==> config.mk <==
export PLATFORM = sky130hd
export DESIGN_NAME = wb_regfile_sink
export DESIGN_NICKNAME = d
export VERILOG_FILES = /design/src/rtl/pipeline_pkg.sv /design/src/rtl/regfile_2r1w.sv /design/src/rtl/wb_regfile_sink.sv
export SDC_FILE = /design/constraint.sdc
export NUM_CORES = 2
export LEC_CHECK = 0
export CORE_UTILIZATION = 57
export DETAILED_ROUTE_END_ITERATION = 12
export PLACE_DENSITY = 0.77
export SYNTH_ARGS = -nofsm -noshare
export SYNTH_HDL_FRONTEND = slang
export SYNTH_HIERARCHICAL = 1
export SYNTH_SLANG_ARGS = --single-unit
export TNS_END_PERCENT = 10
==> constraint.sdc <==
create_clock -name clk -period 38.4 [get_ports clk]
set_clock_uncertainty 0.1 [all_clocks]
set_input_delay 9.6 -clock clk [delete_from_list [all_inputs] [get_ports clk]]
set_output_delay 9.6 -clock clk [all_outputs]
set_load 0.05 [all_outputs]
==> src/rtl/pipeline_pkg.sv <==
// Shared pipeline definitions for the MEM/WB writeback sink.
//   DATA_W / ADDR_W : default data and register index widths
//   wb_state_t      : writeback handshake FSM state encoding
//   REG_ZERO        : index of the hard-wired zero register
package pipeline_pkg;

  localparam int unsigned DATA_W = 32;
  localparam int unsigned ADDR_W = 5;

  typedef enum logic [1:0] {
    IDLE   = 2'b00,
    COMMIT = 2'b01,
    ACK    = 2'b10
  } wb_state_t;

  localparam logic [ADDR_W-1:0] REG_ZERO = '0;

endpackage

==> src/rtl/regfile_2r1w.sv <==
// Register file with one write port and two combinational read ports.
//   clk, rst           : clock, asynchronous active-high reset (clears array)
//   we, waddr, wdata   : write port; writes to x0 are dropped
//   rs1_addr, rs2_addr : read addresses
//   rs1_data, rs2_data : read data; x0 reads 0, and a pending write
//                        (we high) to the addressed register is bypassed
module regfile_2r1w #(
  parameter int unsigned DATA_W   = pipeline_pkg::DATA_W,
  parameter int unsigned ADDR_W   = pipeline_pkg::ADDR_W,
  parameter int unsigned NUM_REGS = 32
) (
  input  logic              clk,
  input  logic              rst,
  input  logic              we,
  input  logic [ADDR_W-1:0] waddr,
  input  logic [DATA_W-1:0] wdata,
  input  logic [ADDR_W-1:0] rs1_addr,
  input  logic [ADDR_W-1:0] rs2_addr,
  output logic [DATA_W-1:0] rs1_data,
  output logic [DATA_W-1:0] rs2_data
);
  import pipeline_pkg::*;

  localparam logic [ADDR_W-1:0] X0 = ADDR_W'(REG_ZERO);

  logic [DATA_W-1:0] mem [NUM_REGS];

  always_ff @(posedge clk or posedge rst) begin
    if (rst) begin
      for (int unsigned i = 0; i < NUM_REGS; i++) mem[i] <= '0;
    end else if (we && (waddr != X0)) begin
      mem[waddr] <= wdata;
    end
  end

  always_comb begin
    rs1_data = mem[rs1_addr];
    if (rs1_addr == X0)                      rs1_data = '0;
    else if (we && (rs1_addr == waddr))      rs1_data = wdata;
  end

  always_comb begin
    rs2_data = mem[rs2_addr];
    if (rs2_addr == X0)                      rs2_data = '0;
    else if (we && (rs2_addr == waddr))      rs2_data = wdata;
  end

endmodule

==> src/rtl/wb_regfile_sink.sv <==
// Consumer end of the MEM/WB writeback handshake.
//   clk, rst                     : clock, asynchronous active-high reset
//   i_data_ready/i_write_data/i_rd : level-held writeback request from MEM/WB
//   o_flush                      : ack to MEM/WB, high while in ACK
//   i_reserve, i_reserve_rd      : decoder marks a destination busy
//   i_rs1_addr/i_rs2_addr        : read addresses
//   o_rs1_data/o_rs2_data        : combinational read data (with commit bypass)
//   o_rs1_busy/o_rs2_busy        : scoreboard bit of the addressed register
//   o_wb_count                   : wrapping commit counter
//   o_error                      : sticky ACK timeout flag
//   o_debug_rd                   : last committed destination
module wb_regfile_sink #(
  parameter int unsigned DATA_W      = pipeline_pkg::DATA_W,
  parameter int unsigned ADDR_W      = pipeline_pkg::ADDR_W,
  parameter int unsigned NUM_REGS    = 32,
  parameter int unsigned CNT_W       = 16,
  parameter int unsigned ACK_TIMEOUT = 255
) (
  input  logic              clk,
  input  logic              rst,
  input  logic              i_data_ready,
  input  logic [DATA_W-1:0] i_write_data,
  input  logic [ADDR_W-1:0] i_rd,
  output logic              o_flush,
  input  logic              i_reserve,
  input  logic [ADDR_W-1:0] i_reserve_rd,
  input  logic [ADDR_W-1:0] i_rs1_addr,
  input  logic [ADDR_W-1:0] i_rs2_addr,
  output logic [DATA_W-1:0] o_rs1_data,
  output logic [DATA_W-1:0] o_rs2_data,
  output logic              o_rs1_busy,
  output logic              o_rs2_busy,
  output logic [CNT_W-1:0]  o_wb_count,
  output logic              o_error,
  output logic [ADDR_W-1:0] o_debug_rd
);
  import pipeline_pkg::*;

  localparam logic [ADDR_W-1:0] X0    = ADDR_W'(REG_ZERO);
  localparam int unsigned       TMR_W = $clog2(ACK_TIMEOUT + 1);
  localparam logic [TMR_W-1:0]  TMO   = TMR_W'(ACK_TIMEOUT);

  wb_state_t           state;
  logic [DATA_W-1:0]   lat_data;
  logic [ADDR_W-1:0]   lat_rd;
  logic [NUM_REGS-1:0] busy;
  logic [TMR_W-1:0]    timer;

  always_ff @(posedge clk or posedge rst) begin
    if (rst) begin
      state      <= IDLE;
      lat_data   <= '0;
      lat_rd     <= '0;
      busy       <= '0;
      timer      <= '0;
      o_wb_count <= '0;
      o_debug_rd <= '0;
      o_error    <= 1'b0;
    end else begin
      case (state)
        IDLE: begin
          if (i_data_ready) begin
            lat_data <= i_write_data;
            lat_rd   <= i_rd;
            state    <= COMMIT;
          end
        end
        COMMIT: begin
          if (lat_rd != X0) busy[lat_rd] <= 1'b0;
          o_wb_count <= o_wb_count + CNT_W'(1);
          o_debug_rd <= lat_rd;
          timer      <= '0;
          state      <= ACK;
        end
        ACK: begin
          // Timer saturates; the flag is raised on the edge it reaches the limit.
          if (timer != TMO) timer <= timer + TMR_W'(1);
          if (timer == TMO - TMR_W'(1)) o_error <= 1'b1;
          if (!i_data_ready) state <= IDLE;
        end
        default: state <= IDLE;
      endcase
      // Placed after the commit clear so a same-cycle reserve of the same rd wins.
      if (i_reserve && (i_reserve_rd != X0)) busy[i_reserve_rd] <= 1'b1;
    end
  end

  assign o_flush    = (state == ACK);
  assign o_rs1_busy = (i_rs1_addr != X0) && busy[i_rs1_addr];
  assign o_rs2_busy = (i_rs2_addr != X0) && busy[i_rs2_addr];

  regfile_2r1w #(
    .DATA_W   (DATA_W),
    .ADDR_W   (ADDR_W),
    .NUM_REGS (NUM_REGS)
  ) u_regfile (
    .clk      (clk),
    .rst      (rst),
    .we       (state == COMMIT),
    .waddr    (lat_rd),
    .wdata    (lat_data),
    .rs1_addr (i_rs1_addr),
    .rs2_addr (i_rs2_addr),
    .rs1_data (o_rs1_data),
    .rs2_data (o_rs2_data)
  );

endmodule

==> flow_summary.json <==
{
  "die_area_um2": 106000,
  "synth_flop_cell": "dfrtp_1",
  "tightestPinTransition_ns": 1.25,
  "synth_area_um2": 59600,
  "first_pass_iters": 6,
  "area_growth_pct": 10.6,
  "grt_pass1_wl_mm": 283,
  "leakage_nw": 29.4,
  "rsz0062_at_grt": "no",
  "placed_cells": 5413,
  "syn_avg_cell_area_um2": 14.1,
  "num_io_pins": 145,
  "viasPerCell": 7.24,
  "cts.sinks": 1124,
  "clock_path_buffers": 3,
  "finalCritPeriodShare": 0.642,
  "cts_tree": "yes",
  "grt_max_degree": 179,
  "synthArstFlopShare": 1.00,
  "wl_per_cell_um": 34.2,
  "slew_headroom": 0.167,
  "post_cts_buffers": 0,
  "yosysTopAreaCell": "dfrtp_1",
  "final_nets": 4210,
  "status": "finished clean",
  "cpPeakStageDelay_ns": 0.81,
  "grt_pass1_vias": 41200,
  "synth_fp_nets": 4282,
  "power.density_nw_per_um2": 74.8,
  "antenna_left": 0,
  "cts-resized-gates": 0,
  "crit_arrival_ns": 14.93,
  "whs_ns": 0.295,
  "final_max_slew_viol_count": 0,
  "drv_cap": 0,
  "synth-seq-area-share": 0.472,
  "cp.required_ns": 28.70,
  "vdd_drop_max_uv": 38.2,
  "critPathMostFrequentCell": "buf_4",
  "fin_cells": 5630,
  "startpoint": "i_rs2_addr[0]",
  "cp_max_fo": 118,
  "tns_ns": 0,
  "dieHeight_um": 325,
  "power.total_mw": 4.93,
  "end_kind": "output pin",
  "max_freq_mhz": 40.6,
  "rr_endpoint": "u_regfile/mem[359]",
  "initial_core_util": 0.575,
  "synth_area_leaders": "dfrtp_1, mux2_2, mux4_2",
  "hold_class": "flop to flop",
  "antenna_found_initial": 8,
  "crit_family": "buffers and inverters",
  "post-route-min-period_ns": 24.63,
  "min_from": "u_regfile/mem[1002]",
  "track_usage": 0.366,
  "hold_viol": 0,
  "cts_hold_buf": 0,
  "drive_gt1_frac": 0.437,
  "drc": 0,
  "fillerInstances": 7503,
  "yosysWarnings": 6,
  "worst_path_max_delay_cell": "buf_4",
  "wirelength_mm": 192,
  "setup_viol": 0,
  "critPathLaunchType": "input port",
  "r2r_start": "state[1]",
  "rr_worst_depth": 6,
  "cts-htree-levels": 3,
  "row_count": 118,
  "min_to": "u_regfile/mem[1002]",
  "grt_overflow_total": 0,
  "drt_iter0_drc": 5102,
  "cts_root_buf": "clkbuf_16",
  "yosysTopAreaCellShare": 0.472,
  "path_buf_inv": 5,
  "dp_hpwl_mm": 108,
  "path_cells": "buf_8, buf_12, buf_4, buf_4, mux4_2, mux2i_1, nor2_1, a311oi_1, a211oi_1, clkdlybuf4s50_1",
  "hold_depth": 0,
  "port_buffers": 144,
  "synth_edf_count": 0,
  "critPathKind": "input port to output pin",
  "num_vias": 40800,
  "clkLatencyLatePin_ns": 0.71,
  "r2r_setup_slack_ns": 34.38,
  "synth.distinct_cells": 68,
  "worst_slack_ns": 13.77,
  "path_clk_slew_ns": 0.06,
  "synth_seq_cells": 1124,
  "chipWidth_um": 325,
  "coreArea_um2": 104000,
  "final_common_cell": "dfrtp_1",
  "gp_congestion": 0.865,
  "mostFrequentLayoutCells": "dfrtp_1, mux2_2, mux4_2",
  "netlist_instances": 4223,
  "dp_slack_ns": 13.66,
  "numCtsBuffers": 116
}
## layout make-up
| class | instances | area (um2) | share of cell area |
|---|---|---|---|
| antenna | 2 | 5.00 | 0.0000759 |
| clock buffer | 173 | 3490 | 0.0529 |
| clock inverter | 42 | 536 | 0.00812 |
| inverter | 12 | 51.3 | 0.000778 |
| multi-input combinational | 2638 | 29600 | 0.449 |
| sequential | 1124 | 28100 | 0.427 |
| tap | 1380 | 1730 | 0.0262 |
| timing repair buffer | 259 | 2380 | 0.0361 |
## how the worst max path moves through the flow
| stage | to | cells after the start |
|---|---|---|
| after global routing | o_rs2_data[15] | 10 |
| after floorplan | u_regfile/mem[0] | 1 |
| after detailed placement | o_rs2_data[15] | 10 |
| after CTS | o_rs2_data[15] | 10 |
| after global placement | o_rs2_data[17] | 10 |
| final | o_rs2_data[15] | 10 |
## through the flow
step / utilization / area (um2)
floorplan: - / 59600
global placement: 0.597 / 61900
detailed placement: 0.597 / 61900
CTS: 0.636 / 65900
global route: 0.636 / 65900
finish: 0.636 / 65900
## Yosys cell counts, types with 57 or more instances
master	n
dfrtp_1	1124
mux2_2	1044
mux4_2	412
mux2i_1	253
clkbuf_1	221
a22oi_1	182
nand2_1	141
buf_2	117
a21oi_1	74
nor2_1	74
o21ai_0	64
buf_1	63
nand3_1	57
## registers in the layout, indices dropped and copies added, names as in the netlist
register       count
busy              31
lat_data          32
lat_rd             5
o_debug_rd         5
o_error            1
o_wb_count        16
state              2
timer              8
u_regfile/mem   1024
## where the power goes
part / total (mW) / switching (mW) / internal (mW)
registers: 2.17 / 0.480 / 1.69
logic: 1.57 / 0.700 / 0.875
clock network: 1.19 / 0.486 / 0.699
total: 4.93 / 1.67 / 3.26
## layer usage
metal / share of wire / global-route usage / up-vias / routed length [um]
met3: 0.12 / 0.0908 / 634 / 22500
met2: 0.45 / 0.555 / 2550 / 87500
li1: - / - / 16100 / -
met5: 0.00018 / 0 / - / 35
met1: 0.37 / 0.494 / 21500 / 71300
met4: 0.058 / 0.186 / 6 / 11200
## kinds of logic (layout without fill, tap and decap cells)
logic type,after synthesis,after routing,share of synthesized area
and+or+nand+nor,393,393,0.0324
xor gates and xnor gates,25,25,0.00367
other,0,2,0
muxes,1709,1709,0.396
AOI/OAI and AO/OA,508,508,0.0602
adders and majority gates,3,3,0.000630
DFF,1124,1124,0.472
buffers and inverters,461,486,0.0354
No activity file was read; power rests on OpenSTA's default activity.
